$ cat src/rtl/cmd_pkg.sv
// cmd_pkg: shared response packet type, frame constants and serializer states
package cmd_pkg;
  typedef struct packed {
    logic [7:0] opcode;
    logic [7:0] addr;
    logic [7:0] data;
  } resp_packet_t;
  localparam int RESP_FRAME_LEN = 5;
  localparam logic [7:0] RESP_SOF_DEFAULT = 8'hA5;
  localparam logic [7:0] CRC8_POLY = 8'h07;
  typedef enum logic [1:0] {IDLE, SEND, GAP} resp_ser_state_t;
endpackage

$ cat src/rtl/crc8_calc.sv
// crc8_calc: combinational CRC-8 (poly 0x07, init 0, no reflection) over three bytes, MSB byte first
module crc8_calc
  import cmd_pkg::*;
(
  input  logic [23:0] din,
  output logic [7:0]  crc
);
  always_comb begin
    crc = 8'h00;
    for (int i = 23; i >= 0; i--)
      crc = {crc[6:0], 1'b0} ^ ((crc[7] ^ din[i]) ? CRC8_POLY : 8'h00);
  end
endmodule

$ cat src/rtl/resp_serializer.sv
// resp_serializer: frames FWFT response packets into 5 bytes (SOF, op, addr, data, check) on a valid/ready byte stream
// Define RESP_CRC8_EN to use a CRC-8 check byte instead of the XOR of the payload bytes.
module resp_serializer
  import cmd_pkg::*;
#(
  parameter logic [7:0] SOF_BYTE   = RESP_SOF_DEFAULT,
  parameter int         GAP_CYCLES = 0,
  parameter int         CNT_W      = 16
) (
  input  logic               clk,
  input  logic               rst_n,
  input  logic               resp_valid,
  input  resp_packet_t       resp_data,
  output logic               resp_rd_en,
  output logic [7:0]         tx_byte,
  output logic               tx_valid,
  input  logic               tx_ready,
  output logic               busy,
  output logic [CNT_W-1:0]   frame_count
);
  localparam int GW = (GAP_CYCLES > 1) ? $clog2(GAP_CYCLES) : 1;
  resp_ser_state_t state, state_nx;
  logic [2:0]    idx;
  logic [GW-1:0] gap_cnt;
  resp_packet_t  frame;
  logic          pop;
  logic [7:0]    chk;
  logic          start, accept, last;
`ifdef RESP_CRC8_EN
  crc8_calc u_crc (.din(frame), .crc(chk));
`else
  assign chk = frame.opcode ^ frame.addr ^ frame.data;
`endif
  always_comb begin
    start    = (state == IDLE) && resp_valid;
    accept   = (state == SEND) && tx_ready;
    last     = idx == 3'(RESP_FRAME_LEN - 1);
    state_nx = start ? SEND
             : (accept && last) ? ((GAP_CYCLES > 0) ? GAP : IDLE)
             : (state == GAP && gap_cnt == '0) ? IDLE
             : state;
    tx_valid   = state == SEND;
    busy       = state != IDLE;
    resp_rd_en = pop;
    tx_byte    = (state != SEND) ? 8'h00
               : (idx == 3'd0) ? SOF_BYTE
               : (idx == 3'd1) ? frame.opcode
               : (idx == 3'd2) ? frame.addr
               : (idx == 3'd3) ? frame.data
               : chk;
  end
  always_ff @(posedge clk) begin
    if (!rst_n) begin
      state       <= IDLE;
      idx         <= 3'd0;
      gap_cnt     <= '0;
      pop         <= 1'b0;
      frame       <= '0;
      frame_count <= '0;
    end else begin
      state <= state_nx;
      pop   <= start;
      if (start) frame <= resp_data;
      if (accept) idx <= last ? 3'd0 : idx + 3'd1;
      if (accept && last) frame_count <= frame_count + 1'b1;
      gap_cnt <= (accept && last) ? GW'(GAP_CYCLES - 1)
               : (state == GAP && gap_cnt != '0) ? gap_cnt - 1'b1
               : gap_cnt;
    end
  end
endmodule

$ cat config.mk
export PLATFORM = sky130hd
export DESIGN_NAME = resp_serializer
export DESIGN_NICKNAME = d
export VERILOG_FILES = /design/src/rtl/cmd_pkg.sv /design/src/rtl/crc8_calc.sv /design/src/rtl/resp_serializer.sv
export SDC_FILE = /design/constraint.sdc
export NUM_CORES = 1
export LEC_CHECK = 0
export ABC_CLOCK_PERIOD_IN_PS = 2000
export CAP_MARGIN = 20
export CORE_MARGIN = 8
export CORE_UTILIZATION = 45
export DETAILED_ROUTE_END_ITERATION = 10
export PLACE_DENSITY_LB_ADDON = 0.08
export SYNTH_ARGS = -nofsm -noshare
export SYNTH_HDL_FRONTEND = slang
export SYNTH_SLANG_ARGS = --single-unit
$ cat constraint.sdc
create_clock -name clk -period 2 [get_ports clk]
set_input_delay 0.2 -clock clk [delete_from_list [all_inputs] [get_ports clk]]
set_output_delay 0.2 -clock clk [all_outputs]
set_load 0.01 [all_outputs]
== Word-level counts from Yosys, hierarchy flattened ==
Cells that the tools add are included.

* Add/subtract/negate cells: 2
* Equal/unequal tests: 4
* Muxes and demuxes: 8
* Bitwise logic cells: 2
* Reductions and logical operators: 6

{| class="wikitable"
|+ Operator list
! operator !! count
|-
| 8-bit two-way mux || 5
|-
| 16-bit by 1-bit adder with 16-bit output, second input constant || 1
|-
| 8-bit bitwise XOR || 2
|-
| 3-bit by 2-bit == test with 1-bit output, second input constant || 2
|-
| 3-bit by 1-bit adder with 3-bit output, second input constant || 1
|-
| 3-bit by 1-bit == test with 1-bit output, second input constant || 1
|-
| 3-bit == test, second input constant || 1
|-
| 1-bit logical AND || 3
|-
| 3-bit logical NOT || 1
|-
| 3-bit two-way mux || 1
|-
| 3-bit nonzero test || 1
|-
| 2-bit logical NOT || 1
|-
| 1-bit two-way mux || 2
|}

* Register bits: 45
* Bits of input ports: 28
* Logic and storage cells: 29

== Longest topological paths before layout ==
* Word-level depth: 7
* Depth in mapped cells: 8
* Gate-level depth less buffers: 6

== Least setup slack after synthesis ==
Ideal clock, no wire load.

* Path type: flip-flop to output port
* From: register idx[2]
* To: output port tx_byte[0]
* Arrival time: 1.847 ns
* Slack: -0.047 ns
* Cell stages (with the launch flop): 8
* Path buffers: 1
* Cell sequence: dfxtp_1 -> clkbuf_1 -> inv_1 -> ha_1 -> or3b_2 -> a211oi_1 -> a31oi_1 -> a21oi_1

* Cells in the longest elaborated chain, start to end: 6
* Elaborated cells between the ends (all ways): 9

{| class="wikitable"
|+ Ends and longest elaborated chain
! item !! RTL line !! RTL
|-
| start: declaration || resp_serializer.sv:23 || <nowiki>logic [2:0] idx;</nowiki>
|-
| start signal: assignment || resp_serializer.sv:64 || <nowiki>if (accept) idx <= last ? 3'd0 : idx + 3'd1;</nowiki>
|-
| 3-bit by 2-bit == test with 1-bit output || resp_serializer.sv:49 || <nowiki>: (idx == 3'd3) ? frame.data</nowiki>
|-
| 8-bit two-way mux || resp_serializer.sv:49 ||
|-
| 8-bit two-way mux || resp_serializer.sv:48 || <nowiki>: (idx == 3'd2) ? frame.addr</nowiki>
|-
| 8-bit two-way mux || resp_serializer.sv:47 || <nowiki>: (idx == 3'd1) ? frame.opcode</nowiki>
|-
| 8-bit two-way mux (*) || resp_serializer.sv:46 || <nowiki>: (idx == 3'd0) ? SOF_BYTE</nowiki>
|-
| 8-bit two-way mux (*) || resp_serializer.sv:45 || <nowiki>tx_byte = (state != SEND) ? 8'h00</nowiki>
|-
| end: declaration || resp_serializer.sv:15 || <nowiki>output logic [7:0] tx_byte,</nowiki>
|}

Every way passes the cells marked *; elsewhere a longest branch is shown, timed or not.

== Final worst setup path ==
* From: register idx[0]
* To: output port tx_byte[6]

The elaborated chain is that of the path after synthesis.

==> out/metrics.yaml <==
setup_path:
  critical-path-slowest-cell: "sky130_fd_sc_hd__dfxtp_4"
  worstSetupStartpointType: "register"
  crit_chain: "ha_4 -> ha_4 -> buf_2 -> o21ai_2 -> a221oi_2 -> nor4_2 -> buf_2"
  cp.buffers_inverters: 2
  cp_max_fo: 7
  cp.arrival_ns: 1.96
  critical-path-top-delay-family: "flip-flops"
  worst-endpoint-required_ns: 1.80
  worstSetupPathType: "reg -> out"
  crit_path_max_incr_delay_ns: 0.37
  setup.worst_path.end_class: "output pin"
placement:
  port-buffer-count: 54
  gp_congestion: 0.7979
  post-place-ws_ns: -0.4448
  hpwlAfterDp_um: 4718
sta:
  finalHoldWorstSlack_ns: 0.4385
  post-route-min-period_ns: 2.158
  finalMaxSlewViolations: 0
  worst_slew_margin_rel_pct: 67.21
  fmax_mhz: 463.4
  rsz0062_at_grt: "yes"
  setup_skew_after_layout_ns: 0.006928
  hold_viol: 0
  timing_worst_slew_pin_value_ns: 0.4886
  aggregate_negative_setup_slack_ns: -1.096
  setup_ws_ns: -0.1579
  final-setup-viol-count: 11
  final_min_period_over_clock_period_pct: 107.9
clocking:
  clk_pin_slew_worst_paths_ns: 0.09
  root_buffer: "sky130_fd_sc_hd__clkbuf_8"
  clockBufferDepth: 2
  clock_tree_from_tritoncts: "built"
  worst_skew_pair.late_latency_ns: 0.30
  tritoncts_buffer_count: 5
  h-tree-depth: 2
  cts_sinks: 45
worst_hold_path:
  min-delay-path-class: "in -> reg"
grt:
  number_of_antenna_violations_at_the_first_check_in_global_routing: 0
  vias_in_the_first_global_route: 2455
  use_met3_pct: 2.941
  global_routing_usage_summed_across_all_routing_layers_pct: 18.16
  grt_max_degree: 29
  met2_usage_pct: 30.30
  met1_usage_pct: 22.71
  grt-busiest-layer: "met2"
  wire_length_of_the_first_global_routing_pass_um: 11440
  gr-total-overflow: 0
finish:
  finish.net_count: 440
  areaGrowthSynthToFinish_pct: 51.30
  multi_input_logic_area_um2: 1638
  register_area_um2: 905.9
  post_route_cells_drive_above_1_share_pct: 26.29
  antenna_cells_inserted: 0
  final.fill_count: 454
synth:
  synth_fp_nets: 354
  synth-adder-area-share_pct: 3.112
  synth-async-reset-ratio_pct: 0
  seq_area_frac_synth_pct: 37.34
  synth_cells: 320
  synthesis.area_um2: 2412
  synth_xor_area_share_pct: 3.268
  postSynthAreaPerCell_um2: 7.538
  netlist.area_leader.share_pct: 37.34
  synth_edf_count: 0
  mux_share_of_post_synthesis_cell_area_pct: 1.245
  synth.most_common_cell: "sky130_fd_sc_hd__nand2_1"
  synthSimpleGateAreaFrac_pct: 32.83
  ys_seq_elements: 45
  ys_top_cells_by_area: "sky130_fd_sc_hd__dfxtp_1 37%, sky130_fd_sc_hd__nand2_1 10%, sky130_fd_sc_hd__a21oi_1 8.7%, sky130_fd_sc_hd__nor2_1 3.4%, sky130_fd_sc_hd__ha_1 3.1%"
  synth_common_cells: "65 x sky130_fd_sc_hd__nand2_1, 45 x sky130_fd_sc_hd__dfxtp_1, 42 x sky130_fd_sc_hd__a21oi_1"
  post_synthesis_compound_gate_area_fraction_pct: 17.32
  combinational_family_with_the_most_area_after_synthesis: "simple AND/OR/NAND/NOR gates"
  synth_top_flop_cell: "sky130_fd_sc_hd__dfxtp_1"
  yosysWarningCount: 0
  yosysTopAreaCell: "sky130_fd_sc_hd__dfxtp_1"
  yosys.cell_types.count: 40
detailed_routing:
  routed_via_count: 2524
  detail_route.iter0.violations: 127
  finalWirelength_um: 7283
  detail_route.wl_per_cell_um: 15.27
  drc_errors_left: 0
  drt_pass1_iterations: 4
  ant_nets: 0
  drt-vias-per-instance: 5.291
power_and_ir_drop:
  p_leak_nw: 1.380
  ir_drop_v: 0.0003911
  comb_power_share_pct: 17.8
  switching_share_pct: 25.55
  pwr-share-seq_pct: 47.0
  power.density_nw_per_um2: 561.4
  p_sw_mw: 0.5236
  clockPowerShare_pct: 35.1
  internal_power_mw: 1.525
die:
  floorplan.initialDensity_pct: 46.93
  core_um2: 5140
  io_pins: 55
  width_of_the_die_um: 89.22
  fp.dieH_um: 89.22
  design.die.area_um2: 7959
  std_cell_rows: 26
run:
  drv.max_cap_violation_count: 0
status:
  outcome: "finished with violations"
  violations: "setup timing"
-- stage by stage --
stage	power (mW)	utilization [%]	std cells	instance area (um2)
2_1_floorplan	1.149	-	320	2414
3_3_place_gp	1.303	63.36	465	3257
3_5_place_dp	1.310	63.36	465	3257
4_1_cts	2.042	68.84	476	3538
5_1_grt	2.136	71.01	477	3650
6_report	2.049	71.01	477	3650
-- flip-flops by register name, indices dropped and copies added (netlist names) --
register / cells
state: 1
frame_count: 16
idx: 3
resp_rd_en: 1
frame: 24
-- kinds of logic after synthesis --
kind of cell	after synthesis
simple gates	157
mux	3
flops	45
buf+inv	27
compound gates	73
fa+ha+maj	6
xor+xnor	9
-- per-layer routing --
metal / part of all wire, % / up-vias
met5: 0 / -
met4: 2.0 / 0
met3: 4.3 / 12
met2: 50 / 60
met1: 44 / 1170
li1: - / 1282
-- power groups by stage --
stage,sequential (mW),clock (mW),combinational [mW]
detailed placement,0.979,0,0.330
finish,0.963,0.720,0.366
CTS,0.962,0.730,0.350
floorplan,0.980,0,0.169
global route,0.968,0.767,0.401
global placement,0.978,0,0.325
-- cells in the final DEF (no fill, tap or decap), drive strengths merged, types with 2 or more instances in the layout --
cell type      count
xnor2              7
and4               3
o31ai              5
nor3              13
nor3b              4
nor2              22
nand3              6
xor2               2
a211oi             3
inv                7
and2               2
nor2b              8
and3b              3
o21ai             11
a21oi             42
or3                3
dfxtp             45
nand2b            12
nand2             65
a31oi              3
ha                 6
buf               53
nand4              5
clkbuf             7
a211o              3
mux2i              3
clkdlybuf4s50     46
nor4               6
or3b               3
-- area by class of cell --
type                            count  share of cell area, %
Sequential cell                    45                  24.82
Inverter                            7                 0.7885
Clock buffer                        7                  2.365
Tap cell                           70                  2.400
Timing Repair Buffer               99                  23.93
Multi-Input combinational cell    248                  44.87
Clock inverter                      1                 0.8228
-- tightest hold or removal path, cell delays in order --
cell and delay (ns):
sky130_fd_sc_hd__clkdlybuf4s50_1 0.40, sky130_fd_sc_hd__nand2_1 0.06, sky130_fd_sc_hd__a21oi_1 0.05
-- repair_timing --
action,CTS,global route
resized for setup,85,25
setup buffers,2,1
endpoints found under the setup margin,11,14
gates cloned,2,0
endpoints found under the hold margin,0,0
hold buffers,0,0
pin swaps,18,14
-- worst paths after layout --
kind	start	end	slack, ns	cells past startpoint
max	idx[0]	tx_byte[6]	-0.16	7
max reg2reg	idx[0]	frame_count[15]	-0.13	9
min	resp_data[20]	frame[20]	0.44	3
min reg2reg	frame[11]	frame[11]	0.48	2
No activity file was read; power rests on OpenSTA's default activity.
